File: config.mk
export PLATFORM = sky130hd
export DESIGN_NAME = pipe_stage_reg_flat
export DESIGN_NICKNAME = d
export VERILOG_FILES = /design/src/rtl/pipe_stage_reg_pkg.sv /design/src/rtl/pipe_stage_reg_if.sv /design/src/rtl/pipe_stage_reg_cell.sv /design/src/rtl/pipe_stage_reg.sv /design/src/flat_wrapper.sv
export SDC_FILE = /design/constraint.sdc
export NUM_CORES = 1
export LEC_CHECK = 0
export BUFFER_PORTS_ARGS = -buffer_cell sky130_fd_sc_hd__buf_2
export CORE_MARGIN = 10
export CORE_UTILIZATION = 45
export DETAILED_ROUTE_END_ITERATION = 10
export GPL_ROUTABILITY_DRIVEN = 1
export PLACE_DENSITY = 0.82
export SYNTH_ARGS = -nofsm -noshare
export SYNTH_HDL_FRONTEND = slang
export SYNTH_SLANG_ARGS = --single-unit
File: constraint.sdc
create_clock -name CLK -period 1.55 [get_ports CLK]
set_input_delay 0.155 -clock CLK [delete_from_list [all_inputs] [get_ports CLK]]
set_output_delay 0.155 -clock CLK [all_outputs]
set_load 0.1 [all_outputs]
File: src/rtl/pipe_stage_reg_pkg.sv
// Shared constants, occupancy width helper and per-stage tag record for pipe_stage_reg.
// PIPE_STAGE_REG_PARITY_EN adds an even-parity bit to each stage tag.
package pipe_stage_pkg;

    localparam int MAX_DEPTH = 8;
    localparam int MAX_WIDTH = 64;

    function automatic int occ_width(input int depth);
        return (depth < 1) ? 1 : $clog2(depth + 1);
    endfunction

    // Per-stage record is {data[WIDTH], stage_tag_t}; the tag part is width independent.
`ifdef PIPE_STAGE_REG_PARITY_EN
    typedef struct packed {
        logic vld;
        logic par;
    } stage_tag_t;
`else
    typedef struct packed {
        logic vld;
    } stage_tag_t;
`endif

endpackage

File: src/rtl/pipe_stage_reg_if.sv
// Operand bus of pipe_stage_reg: control, input word and delayed output word.
// PIPE_STAGE_REG_PARITY_EN adds the parity error outputs.
interface pipe_stage_reg_if
    import pipe_stage_pkg::*;
#(
    parameter int WIDTH = 18,
    parameter int DEPTH = 1
);
    localparam int OCC_W = occ_width(DEPTH);

    logic             CE;
    logic             FLUSH;
    logic [WIDTH-1:0] din;
    logic             din_vld;
    logic [WIDTH-1:0] dout;
    logic             dout_vld;
    logic [OCC_W-1:0] occupancy;
`ifdef PIPE_STAGE_REG_PARITY_EN
    logic             parity_err;
    logic             parity_err_sticky;
`endif

    modport master (
        output CE, FLUSH, din, din_vld,
`ifdef PIPE_STAGE_REG_PARITY_EN
        input  parity_err, parity_err_sticky,
`endif
        input  dout, dout_vld, occupancy
    );

    modport slave (
        input  CE, FLUSH, din, din_vld,
`ifdef PIPE_STAGE_REG_PARITY_EN
        output parity_err, parity_err_sticky,
`endif
        output dout, dout_vld, occupancy
    );

endinterface

File: src/rtl/pipe_stage_reg_cell.sv
// One pipeline stage: data word plus tag, with synchronous RESET/FLUSH and CE hold.
module pipe_stage_cell
    import pipe_stage_pkg::*;
#(
    parameter int               WIDTH   = 18,
    parameter logic [WIDTH-1:0] RST_VAL = '0
) (
    input  logic             CLK,
    input  logic             RESET,
    input  logic             CE,
    input  logic             FLUSH,
    input  logic [WIDTH-1:0] d_data,
    input  stage_tag_t       d_tag,
    output logic [WIDTH-1:0] q_data,
    output stage_tag_t       q_tag
);
    logic [WIDTH-1:0] data_q;
    stage_tag_t       tag_q;

    always_ff @(posedge CLK) begin
        if (RESET || FLUSH) begin
            data_q <= RST_VAL;
            tag_q  <= '0;
        end else if (CE) begin
            data_q <= d_data;
            tag_q  <= d_tag;
        end
    end

    assign q_data = data_q;
    assign q_tag  = tag_q;

endmodule

File: src/rtl/pipe_stage_reg.sv
// DEPTH-stage operand delay line with stall, flush, valid tags and occupancy count.
// PIPE_STAGE_REG_PARITY_EN adds per-stage even parity and parity error flags.
module pipe_stage_reg
    import pipe_stage_pkg::*;
#(
    parameter int               WIDTH   = 18,
    parameter int               DEPTH   = 1,
    parameter logic [WIDTH-1:0] RST_VAL = '0
) (
    input logic             CLK,
    input logic             RESET,
    pipe_stage_reg_if.slave bus
);
    localparam int OCC_W = occ_width(DEPTH);

    if (DEPTH < 0 || DEPTH > MAX_DEPTH || WIDTH < 1 || WIDTH > MAX_WIDTH) begin : g_bad_cfg
        $error("pipe_stage_reg: DEPTH must be 0..8 and WIDTH 1..64");
    end

    if (DEPTH == 0) begin : g_bypass
        logic unused_ok;
        assign unused_ok     = ^{CLK, RESET, bus.CE, bus.FLUSH};
        assign bus.dout      = bus.din;
        assign bus.dout_vld  = bus.din_vld;
        assign bus.occupancy = '0;
`ifdef PIPE_STAGE_REG_PARITY_EN
        assign bus.parity_err        = 1'b0;
        assign bus.parity_err_sticky = 1'b0;
`endif
    end else begin : g_pipe
        logic [DEPTH:0][WIDTH-1:0] data_pipe;
        stage_tag_t [DEPTH:0]      tag_pipe;
        logic [OCC_W-1:0]          occ_q;
        logic                      enter;
        logic                      leave;

        assign data_pipe[0] = bus.din;
`ifdef PIPE_STAGE_REG_PARITY_EN
        assign tag_pipe[0]  = '{vld: bus.din_vld, par: ^bus.din};
`else
        assign tag_pipe[0]  = '{vld: bus.din_vld};
`endif

        for (genvar k = 0; k < DEPTH; k++) begin : g_stage
            pipe_stage_cell #(
                .WIDTH  (WIDTH),
                .RST_VAL(RST_VAL)
            ) u_cell (
                .CLK   (CLK),
                .RESET (RESET),
                .CE    (bus.CE),
                .FLUSH (bus.FLUSH),
                .d_data(data_pipe[k]),
                .d_tag (tag_pipe[k]),
                .q_data(data_pipe[k+1]),
                .q_tag (tag_pipe[k+1])
            );
        end

        // Occupancy tracks the valid popcount incrementally: one in, one out per CE edge.
        assign enter = bus.din_vld;
        assign leave = tag_pipe[DEPTH].vld;

        always_ff @(posedge CLK) begin
            if (RESET || bus.FLUSH) begin
                occ_q <= '0;
            end else if (bus.CE) begin
                if (enter && !leave)      occ_q <= occ_q + 1'b1;
                else if (!enter && leave) occ_q <= occ_q - 1'b1;
            end
        end

        assign bus.dout      = data_pipe[DEPTH];
        assign bus.dout_vld  = tag_pipe[DEPTH].vld;
        assign bus.occupancy = occ_q;

`ifdef PIPE_STAGE_REG_PARITY_EN
        logic par_err;
        logic sticky_q;

        assign par_err = tag_pipe[DEPTH].vld & ((^data_pipe[DEPTH]) != tag_pipe[DEPTH].par);

        // Sticky survives FLUSH so a corrupted word is not lost by a pipeline clear.
        always_ff @(posedge CLK) begin
            if (RESET)        sticky_q <= 1'b0;
            else if (par_err) sticky_q <= 1'b1;
        end

        assign bus.parity_err        = par_err;
        assign bus.parity_err_sticky = sticky_q;
`endif
    end

endmodule

File: src/flat_wrapper.sv
// flat-port wrapper written by rule: the top's interface ports become plain ports
module pipe_stage_reg_flat import pipe_stage_pkg::*;
#(
    parameter int               WIDTH   = 18,
    parameter int               DEPTH   = 1,
    parameter logic [WIDTH-1:0] RST_VAL = '0
)
  (CLK, RESET, bus_CE, bus_FLUSH, bus_din, bus_din_vld, bus_dout, bus_dout_vld, bus_occupancy);
  pipe_stage_reg_if #(.WIDTH(WIDTH), .DEPTH(DEPTH)) bus_i ();
  input logic CLK;
  input logic RESET;
  input wire logic [$bits(bus_i.CE)-1:0] bus_CE;
  input wire logic [$bits(bus_i.FLUSH)-1:0] bus_FLUSH;
  input wire logic [$bits(bus_i.din)-1:0] bus_din;
  input wire logic [$bits(bus_i.din_vld)-1:0] bus_din_vld;
  output wire logic [$bits(bus_i.dout)-1:0] bus_dout;
  output wire logic [$bits(bus_i.dout_vld)-1:0] bus_dout_vld;
  output wire logic [$bits(bus_i.occupancy)-1:0] bus_occupancy;
  assign bus_i.CE = bus_CE;
  assign bus_i.FLUSH = bus_FLUSH;
  assign bus_i.din = bus_din;
  assign bus_i.din_vld = bus_din_vld;
  assign bus_dout = bus_i.dout;
  assign bus_dout_vld = bus_i.dout_vld;
  assign bus_occupancy = bus_i.occupancy;
  pipe_stage_reg #(.WIDTH(WIDTH), .DEPTH(DEPTH), .RST_VAL(RST_VAL)) u_core (.CLK(CLK), .RESET(RESET), .bus(bus_i));
endmodule
### After elaboration in Yosys (flattened, before gate mapping)

Index checks and enable logic that the tools add are counted.

| word-level totals | value |
|---|---|
| memories | 0 |
| bits of input ports | 23 |
| ROM bits | 0 |
| output and inout bits | 20 |
| bits in writable memories | 0 |
| flip-flop bits (word level) | 20 |
| bits in latches | 0 |

| cells by class | value |
|---|---|
| muxes and demuxes | 2 |
| add/sub/neg operators | 2 |
| bitwise gates (word level) | 0 |
| reductions and logical operators | 7 |
| magnitude comparators | 0 |
| equal/unequal tests | 0 |
| div/mod/pow operators | 0 |
| multipliers | 0 |
| shifts and indexed selects | 0 |

Operator list:

| cell | number |
|---|---|
| $logic_and 1x1->1 | 2 |
| $logic_not 1->1 | 2 |
| $mux 1 | 2 |
| $reduce_and 2->1 | 1 |
| $reduce_bool 2->1 | 1 |
| $add 1x1->1 const B | 1 |
| $logic_or 1x1->1 | 1 |
| $sub 1x1->1 const B | 1 |

### Depth between registers and ports, before layout

Gate-level depths: netlist (run 1).

| depth | value |
|---|---|
| word-level depth | 4 |
| depth in mapped cells | 4 |
| gate-level depth less buffers | 3 |

### Hierarchy

From an unflattened synthesis (run 1), not the netlist that was laid out.

| second synthesis, totals | value |
|---|---|
| cell total of the unflattened synthesis | 68 |
| area total of the unflattened synthesis | 758.2 µm² |

Modules (own cells, without submodules):

| module | area an instance (µm²) | instances | cells an instance |
|---|---|---|---|
| pipe_stage_cell | 696.9 | 1 | 62 |
| pipe_stage_reg | 61.3 | 1 | 6 |

### Least setup slack after synthesis (run 1)

No wires, ideal clock.

| timing path | value |
|---|---|
| path kind | flip-flop to flip-flop |
| from | reg u_core.g_pipe.g_stage[0].u_cell.tag_q |
| to | reg u_core.g_pipe.occ_q, in the netlist u_core.bus.occupancy |
| data arrival time | 1490 ps |
| stages on the path, launching flop included | 4 |
| period minus slack after synthesis | 1549 ps |
| setup slack | 1 ps |
| path buffers | 0 |
| cells stage by stage | dfxtp_1 > xor2_1 > a211o_1 > nand2_1 |

| on the way | value |
|---|---|
| longest elaborated chain between the ends | 4 |

Ends and longest elaborated chain:

| what | RTL line | source |
|---|---|---|
| from (decl) | pipe_stage_reg_cell.sv:18 | `stage_tag_t tag_q;` |
| from (signal assigned) | pipe_stage_reg_cell.sv:26 | `tag_q <= d_tag;` |
| $logic_not 1->1 | pipe_stage_reg.sv:68 | `if (enter && !leave) occ_q <= occ_q + 1'b1;` |
| $logic_and 1x1->1 | pipe_stage_reg.sv:68 |  |
| $reduce_bool 2->1 (no source line) | -- |  |
| $reduce_and 2->1 (no source line) | -- |  |
| to (signal assigned) | pipe_stage_reg.sv:68 |  |
| to (signal assigned) | pipe_stage_reg.sv:69 | `else if (!enter && leave) occ_q <= occ_q - 1'b1;` |
| to (decl) | pipe_stage_reg.sv:33 | `logic [OCC_W-1:0] occ_q;` |

Parallel ways exist; a longest one is shown, timed or not.
A chain may end at the register's enable or synchronous reset.

### Worst setup path after layout (run 1)

| timing path | value |
|---|---|
| from | reg u_core.g_pipe.g_stage[0].u_cell.tag_q |
| to | out bus_dout_vld |

RTL lines:

| what | RTL line | source |
|---|---|---|
| to (decl) | flat_wrapper.sv:17 | `output wire logic [$bits(bus_i.dout_vld)-1:0] bus_dout_vld;` |

No word-level cell between the ends.

==> results of run 1 <==
-- cells in the final DEF, fill, tap and decap left out, drive strengths merged, types with 4 or more instances in the layout --
cell type   n
buf        42
dfxtp      20
mux2i      19
nor2       19
clkbuf      4
-- per-stage QoR --
stage,utilization (%),power (mW),cell area [um2],cells
after floorplan,-,0.7476,774.5,69
after global placement,61.64,0.7881,960.9,123
after detailed placement,61.64,0.7921,960.9,123
after CTS,63.96,1.087,997.2,127
after global routing,63.96,1.124,997.2,127
final,63.96,1.072,997.2,127
-- path summary, 6_finish.rpt --
path / from / endpoint / slack, ns / cells past startpoint
hold reg to reg: u_core.g_pipe.g_stage[0].u_cell.q_data[7]$_SDFFE_PP0P_ / u_core.g_pipe.g_stage[0].u_cell.q_data[7]$_SDFFE_PP0P_ / 0.50 / 2
setup reg to reg: u_core.g_pipe.g_stage[0].u_cell.q_tag$_SDFFE_PP0P_ / u_core.bus.occupancy$_SDFFE_PP0P_ / 0.65 / 3
setup / recovery: u_core.g_pipe.g_stage[0].u_cell.q_tag$_SDFFE_PP0P_ / bus_dout_vld / 0.28 / 1
hold / removal: bus_din[11] / u_core.g_pipe.g_stage[0].u_cell.q_data[11]$_SDFFE_PP0P_ / 0.09 / 3
-- power groups by stage --
stage / clock network (mW) / logic [mW] / registers, mW
finish: 0.295 / 0.239 / 0.539
global route: 0.331 / 0.251 / 0.542
CTS: 0.306 / 0.241 / 0.539
floorplan: 0 / 0.0724 / 0.675
detailed placement: 0 / 0.241 / 0.551
global placement: 0 / 0.238 / 0.550
-- flip-flops by register name, summed over array words and instances (netlist names) --
name and count:
u_core.g_pipe.g_stage.u_cell.q_tag 1, u_core.bus.occupancy 1, u_core.g_pipe.g_stage.u_cell.q_data 18
-- per-layer routing --
metal	global-route usage [%]	share of wire, %	wire, um	vias to the layer above
met5	0	0	0	-
met4	4.777	1.1	19	0
met3	3.292	6.7	120	2
met2	17.57	56	996	17
met1	8.578	37	653	272
li1	-	-	-	312
-- final cells by class --
cell class                 count  area [um2]  area share (%)
inverter                       1       3.754          0.3764
timing repair buffer          42       210.2           21.08
tap                           16       20.02           2.008
sequential                    20       400.4           40.15
multi-input combinational     44       326.6           32.75
clock buffer                   4       36.28           3.639
-- kinds of logic after synthesis --
group,Yosys count
compound gates,1
xor+xnor,1
buf+inv,5
flops,20
mux,19
simple gates,23
==> impl_metrics.toml, run 1 <==
[status]
status = "finished clean"

[placed_design]
place_hpwl_mm = 1.435
pre_cts_slack_ns = 0.4596
place_congestion = 0.6125
io_buffers = 42

[synthesis]
synth_compound_area_share_pct = 1.131
yosysMostFrequentCell = "dfxtp_1"
netlist_top_cells_count = "dfxtp_1, mux2i_1, nor2_2, nor2_1"
yosys.area.top_type = "dfxtp_1"
avgSynthCellArea_um2 = 11.22
syn-num-nets = 92
ys_seq_area_share_pct = 51.70
synth_area_um2 = 774.5
synth-adder-area-share_pct = 0
synth_top_family_by_area = "multiplexers"
synthFlopType = "dfxtp_1"
syn_inst = 69
synthMuxAreaShare_pct = 24.56
synth_edf_count = 0
synthTopCellsByArea = "dfxtp_1, mux2i_1, nor2_2"
yosys.cell_types.count = 15
synth_seq_cells = 20
synth_top_area_share_pct = 51.70
yosys.area_share.xor_xnor_pct = 1.131
yosys_warnings = 0
synth-simple-area-share_pct = 15.35
synthArstFlopShare_pct = 0

[timing]
period_share_pct = 81.74
whs_ns = 0.09218
max_freq_mhz = 789.3
relSlewSlack_pct = 62.51
worst_pin_slew_ns = 0.5624
rsz0062_at_grt = "false"
period_needed_ns = 1.267
finalHoldViolCount = 0
setup_viol = 0
final_max_slew_viol_count = 0
finalWorstSetupSlack_ns = 0.2831
final.setup.tns_ns = 0
skew_ns = 0.000001998

[clocking]
post_cts_resized = 0
cts_tree = "built"
cts_buffers = 3
h-tree-depth = 1
root_buffer = "clkbuf_4"
post_cts_buffers = 0
clk_latency_ns = 0.29
cts_buffer_depth = 2
path_clk_slew_ns = 0.11
cts.sinks = 20
cts_hold_buf = 0

[drt]
route.antenna.remaining_nets = 0
wirelength_mm = 1.789
vias = 603
first_pass_iters = 4
vias_per_cell = 4.748
wl_per_cell_um = 14.09
drt-initial-drc-count = 8
drc = 0

[critical_path]
end_kind = "output port"
slowest_stage = "buf_2"
path_class = "flip-flop to output port"
cp_max_fo = 3
crit_chain = "buf_2"
crit_family = "buffers and inverters"
required_ns = 1.39
cp_data_arrival_time_ns = 1.11
cp_num_buf_inv = 1
max_stage_delay_ns = 0.44
start_kind = "flip-flop"

[floorplanning]
start_util_pct = 49.68
die_w_um = 61.49
placementRows = 14
fp.coreArea_um2 = 1559
die-area_um2 = 3780
ioPinCount = 43
die_h_um = 61.49

[power_and_ir_drop]
power_frac_clock_pct = 27.5
power_density_nw_per_um2 = 1075
p_leak_nw = 0.5321
p_int_mw = 0.7344
pwr-share-comb_pct = 22.2
irDropWorstVdd_mv = 0.6456
p_switching_mw = 0.3380
switching_share_pct = 31.52
seqPwrFrac_pct = 50.3

[layout]
diodes = 0
syn_to_final_growth_pct = 28.76
drive_gt1_share_pct = 51.35
fillers = 145
layout.nets = 135

[global_routing]
grt_remaining_overflow = 0
antenna_found_initial = 0
grt_usage_pct = 9.318
grt_pass1_vias = 587
grt_pass1_wl_mm = 2.608
grt_max_degree = 22

[hold_path]
worst_hold_path_type = "input pin to flip-flop"

[run]
max_cap_violations = 0
Power figures use the tool's default switching activity.
==> run 2, diff against run 1 <==
--- a/config.mk
+++ b/config.mk
@@ -5,12 +5,13 @@
 export SDC_FILE = /design/constraint.sdc
 export NUM_CORES = 1
 export LEC_CHECK = 0
+export ABC_AREA = 1
 export BUFFER_PORTS_ARGS = -buffer_cell sky130_fd_sc_hd__buf_2
 export CORE_MARGIN = 10
-export CORE_UTILIZATION = 45
+export CORE_UTILIZATION = 41
 export DETAILED_ROUTE_END_ITERATION = 10
 export GPL_ROUTABILITY_DRIVEN = 1
-export PLACE_DENSITY = 0.82
+export PLACE_DENSITY = 0.77
 export SYNTH_ARGS = -nofsm -noshare
 export SYNTH_HDL_FRONTEND = slang
 export SYNTH_SLANG_ARGS = --single-unit
==> constraint.sdc (replaced) <==
create_clock -name CLK -period 1.3 [get_ports CLK]
set_input_delay 0.13 -clock CLK [delete_from_list [all_inputs] [get_ports CLK]]
set_output_delay 0.13 -clock CLK [all_outputs]
set_load 0.1 [all_outputs]
==> impl_metrics.toml, run 2 <==
[critical_path]
required_ns = 1.17
cp_num_buf_inv = 1
r2r_end = "u_core.bus.occupancy$_SDFFE_PP0P_"
crit_family = "buffers and inverters"
crit_chain = "buf_2"
path_class = "flip-flop to output port"
rr_startpoint = "u_core.g_pipe.g_stage[0].u_cell.q_tag$_SDFFE_PP0P_"
start_kind = "flip-flop"
worstSetupPathDepth = 1
end_kind = "output port"
cp_max_fo = 5
cp_data_arrival_time_ns = 1.09
max_stage_delay_ns = 0.43
ff2ff_setup_slack_ns = 0.53
slowest_stage = "buf_2"
reg2reg_depth = 5

[synthesis]
synth_area_um2 = 723.2
synth_top_area_share_pct = 55.36
netlist_top_cells_count = "nor2_1, dfxtp_1, o21ai_0, nand2_1"
yosys.cell_types.count = 12
yosys.area.top_type = "dfxtp_1"
syn_inst = 94
synthArstFlopShare_pct = 0
yosysMostFrequentCell = "nor2_1"
syn-num-nets = 117
ys_seq_area_share_pct = 55.36
synthTopCellsByArea = "dfxtp_1, nor2_1, o21ai_0"
yosys_warnings = 0
synth_edf_count = 0
synth_seq_cells = 20
avgSynthCellArea_um2 = 7.694
synthFlopType = "dfxtp_1"

[timing]
max_freq_mhz = 821.9
final_max_slew_viol_count = 0
finalHoldViolCount = 0
period_share_pct = 93.59
skew_ns = 0.0006305
setup_viol = 0
worst_pin_slew_ns = 0.4962
rsz0062_at_grt = "false"
relSlewSlack_pct = 67.15
period_needed_ns = 1.217
final.setup.tns_ns = 0

[layout]
syn_to_final_growth_pct = 36.85
final_cell_mix = "buf_2, nor2_1, o21ai_0, dfxtp_1, nand2_1"
drive_gt1_share_pct = 37.68
final_cells = 163
regArea_um2 = 402.9
fillers = 166
diodes = 0
final_core_util_pct = 57.95
largest_register_ffs = 18
layout_commonest_cell = "buf_2"
layout.nets = 162
multi_input_area_um2 = 275.3

[clocking]
cts_hold_buf = 0
cts_tree = "built"
path_clk_slew_ns = 0.11
h-tree-depth = 1
post_cts_resized = 0
root_buffer = "clkbuf_4"
cts.sinks = 20
clk_latency_ns = 0.29
cts_buffers = 3
cts_buffer_depth = 2
post_cts_buffers = 0

[drt]
vias = 724
wirelength_mm = 1.975
vias_per_cell = 4.442
route.antenna.remaining_nets = 0
drc = 0
wl_per_cell_um = 12.12
first_pass_iters = 4
drt-initial-drc-count = 14

[global_routing]
grt_remaining_overflow = 0
grt_usage_pct = 11.85
grt_pass1_vias = 752
grt_pass1_wl_mm = 3.394
antenna_found_initial = 0
grt_max_degree = 19

[placed_design]
io_buffers = 42
place_hpwl_mm = 1.577
place_congestion = 0.6722
dp_cells = 159

[floorplanning]
die-area_um2 = 3844
die_h_um = 62
placementRows = 15
die_w_um = 62
fp.coreArea_um2 = 1708
ioPinCount = 43
start_util_pct = 42.34

[hold_path]
holdPathEnd = "u_core.g_pipe.g_stage[0].u_cell.q_data[9]$_SDFFE_PP0P_"
worst_hold_path_type = "input pin to flip-flop"
min-delay-start = "bus_din[9]"
hold_depth = 3

[power_and_ir_drop]
irDropWorstVdd_mv = 0.8486
p_leak_nw = 0.5244
power_density_nw_per_um2 = 1338

[status]
status = "finished clean"

[run]
max_cap_violations = 0
run 2: stage by stage:
step | instance area [um2] | hold WS, ns | total power, mW | worst slack [ns]
5_1_grt | 989.7 | 0.03831 | 1.398 | 0.02971
3_3_place_gp | 953.4 | 0.3528 | 0.9874 | 0.4095
4_1_cts | 989.7 | 0.04311 | 1.348 | 0.05908
6_report | 989.7 | 0.05633 | 1.324 | 0.08330
2_1_floorplan | 725.7 | 0.2649 | 0.9191 | 0.01464
3_5_place_dp | 953.4 | 0.3602 | 0.9927 | 0.4048
run 2: worst max path at each step:
| stage | startpoint | end |
|---|---|---|
| floorplan | u_core.g_pipe.g_stage[0].u_cell.q_data[17]$_SDFFE_PP0P_ | u_core.g_pipe.g_stage[0].u_cell.q_data[17]$_SDFFE_PP0P_ |
| finish | u_core.g_pipe.g_stage[0].u_cell.q_tag$_SDFFE_PP0P_ | bus_dout_vld |
| CTS | u_core.g_pipe.g_stage[0].u_cell.q_tag$_SDFFE_PP0P_ | bus_dout_vld |
| detailed placement | u_core.g_pipe.g_stage[0].u_cell.q_tag$_SDFFE_PP0P_ | bus_dout_vld |
| global placement | u_core.g_pipe.g_stage[0].u_cell.q_tag$_SDFFE_PP0P_ | bus_dout_vld |
| global route | u_core.g_pipe.g_stage[0].u_cell.q_tag$_SDFFE_PP0P_ | bus_dout_vld |
run 2: cell type report:
| class | count | area share, % |
|---|---|---|
| Tap cell | 25 | 3.161 |
| Timing Repair Buffer | 45 | 23.51 |
| Sequential cell | 20 | 40.71 |
| Clock buffer | 4 | 3.666 |
| Multi-Input combinational cell | 66 | 27.81 |
| Inverter | 3 | 1.138 |
run 2: logic make-up after synthesis:
kind of cell / share of synthesized area (%)
compound gates: 13.84
buf+inv: 6.574
flops: 55.36
simple gates: 24.22
run 2: per-layer routing:
layer	track usage (%)	part of all wire [%]
met1	13.03	44
met2	18.27	42
met3	6.911	14
met4	4.777	0.41
met5	0	0
run 2: power breakdown:
part	total [mW]	internal [mW]	switching, mW
Combinational	0.325	0.0665	0.259
Clock	0.348	0.170	0.178
Sequential	0.651	0.639	0.0117
run 2: worst register-to-register path, delay by kind of cell, from the launching register on:
family,cells,cell delay (ns)
flops,1,0.35
simple gates,5,0.37
==> run 3, diff against run 2 <==
--- a/config.mk
+++ b/config.mk
@@ -11,6 +11,7 @@
 export CORE_UTILIZATION = 41
 export DETAILED_ROUTE_END_ITERATION = 10
 export GPL_ROUTABILITY_DRIVEN = 1
+export HOLD_SLACK_MARGIN = 0.1
 export PLACE_DENSITY = 0.77
 export SYNTH_ARGS = -nofsm -noshare
 export SYNTH_HDL_FRONTEND = slang
==> impl_metrics.toml, run 3 (synthesis gave the netlist of run 2 again) <==
[clocking]
cts.sinks = 20
clk_latency_ns = 0.29
h-tree-depth = 1
cts_buffers = 3
root_buffer = "clkbuf_4"
post_cts_resized = 0
path_clk_slew_ns = 0.11
cts_tree = "built"
cts_buffer_depth = 2

[drt]
wl_per_cell_um = 12.53
wirelength_mm = 2.281
route.antenna.remaining_nets = 0
vias_per_cell = 4.451
drt-initial-drc-count = 21
first_pass_iters = 4
drc = 0
vias = 810

[global_routing]
grt_max_degree = 19
top_usage_layer = "met2"
antenna_found_initial = 0
met1_usage_pct = 14.44
globalRouteMet2Util_pct = 22.08
grt_remaining_overflow = 0
grt_pass1_wl_mm = 3.870
grt_usage_pct = 13.42
grt_use_met3_pct = 6.911
grt_pass1_vias = 817

[timing]
period_share_pct = 93.66
finalHoldViolCount = 0
worst_pin_slew_ns = 0.5017
setup_viol = 0
max_freq_mhz = 821.3
rsz0062_at_grt = "false"
relSlewSlack_pct = 66.78
final.setup.tns_ns = 0
final_max_slew_viol_count = 0
skew_ns = 0.00001632
whs_ns = 0.1426
period_needed_ns = 1.218

[run]
max_cap_violations = 0

[placed_design]
place_hpwl_mm = 1.577
dp_cells = 159
io_buffers = 42
place_congestion = 0.6722

[layout]
layout_commonest_cell = "buf_2"
layout.nets = 181
final_core_util_pct = 69.08
syn_to_final_growth_pct = 63.15
fillers = 148
drive_gt1_share_pct = 33.12
largest_register_ffs = 18
final_cells = 182
diodes = 0
final_cell_mix = "buf_2, nor2_1, dlygate4sd3_1"

[power_and_ir_drop]
power_density_nw_per_um2 = 1165
p_leak_nw = 0.6038
p_total_mw = 1.374
irDropWorstVdd_mv = 0.8398

[hold_path]
worst_hold_path_type = "input pin to flip-flop"
hold_depth = 2
holdPathEnd = "u_core.g_pipe.g_stage[0].u_cell.q_tag$_SDFFE_PP0P_"
min-delay-start = "bus_CE"

[critical_path]
start_kind = "flip-flop"
ff2ff_setup_slack_ns = 0.53
max_stage_delay_ns = 0.43
cp_num_buf_inv = 1
crit_family = "buffers and inverters"
cp_max_fo = 5
reg2reg_depth = 5
path_class = "flip-flop to output port"
required_ns = 1.17
r2r_end = "u_core.bus.occupancy$_SDFFE_PP0P_"
slowest_stage = "buf_2"
rr_startpoint = "u_core.g_pipe.g_stage[0].u_cell.q_tag$_SDFFE_PP0P_"
crit_chain = "buf_2"
end_kind = "output port"
cp_data_arrival_time_ns = 1.09

[floorplanning]
fp.coreArea_um2 = 1708
die_h_um = 62
die-area_um2 = 3844
start_util_pct = 42.34
placementRows = 15
die_w_um = 62
ioPinCount = 43

[status]
status = "finished clean"
[run 3: cell count changes in the layout (fill, tap and decap cells not counted)]
cell / before / now
dlygate4sd3_1: 0 / 19
[run 3: through the flow]
step | setup slack, ns | area [um2]
finish | 0.08242 | 1180
global route | 0.02971 | 1180
CTS | 0.05908 | 1180
detailed placement | 0.4048 | 953.4
global placement | 0.4095 | 953.4
floorplan | 0.01464 | 725.7
[run 3: layout make-up]
type | instances | area (um2) | area share (%)
Inverter | 3 | 11.26 | 0.9544
Multi-Input combinational cell | 66 | 275.3 | 23.33
Timing Repair Buffer | 64 | 422.9 | 35.84
Sequential cell | 20 | 402.9 | 34.15
Tap cell | 25 | 31.28 | 2.651
Clock buffer | 4 | 36.28 | 3.075
[run 3: report_power, final]
group	switching, mW	total (mW)	internal (mW)
clock network	0.180	0.350	0.171
logic	0.269	0.373	0.104
registers	0.0118	0.651	0.639
[run 3: how the worst max path moves through the flow]
stage	cells past startpoint	end	start	slack (ns)
6_report	1	bus_dout_vld	u_core.g_pipe.g_stage[0].u_cell.q_tag$_SDFFE_PP0P_	0.08
5_1_grt	1	bus_dout_vld	u_core.g_pipe.g_stage[0].u_cell.q_tag$_SDFFE_PP0P_	0.03
4_1_cts	1	bus_dout_vld	u_core.g_pipe.g_stage[0].u_cell.q_tag$_SDFFE_PP0P_	0.06
3_5_place_dp	1	bus_dout_vld	u_core.g_pipe.g_stage[0].u_cell.q_tag$_SDFFE_PP0P_	0.40
3_3_place_gp	1	bus_dout_vld	u_core.g_pipe.g_stage[0].u_cell.q_tag$_SDFFE_PP0P_	0.41
2_1_floorplan	2	u_core.g_pipe.g_stage[0].u_cell.q_data[17]$_SDFFE_PP0P_	u_core.g_pipe.g_stage[0].u_cell.q_data[17]$_SDFFE_PP0P_	0.01
[run 3: repair_timing]
item / CTS / global route
setup endpoints to repair: 0 / 0
hold buffers: 19 / 0
buffers inserted: 0 / 0
endpoints found under the hold margin: 19 / 0
[run 3: metal layers]
metal,share of wire (%),wire (um),vias to the layer above
met1,40,910,345
li1,-,-,424
met2,45,1025,39
met3,15,337,2
met5,0,0,-
met4,0.35,8,0
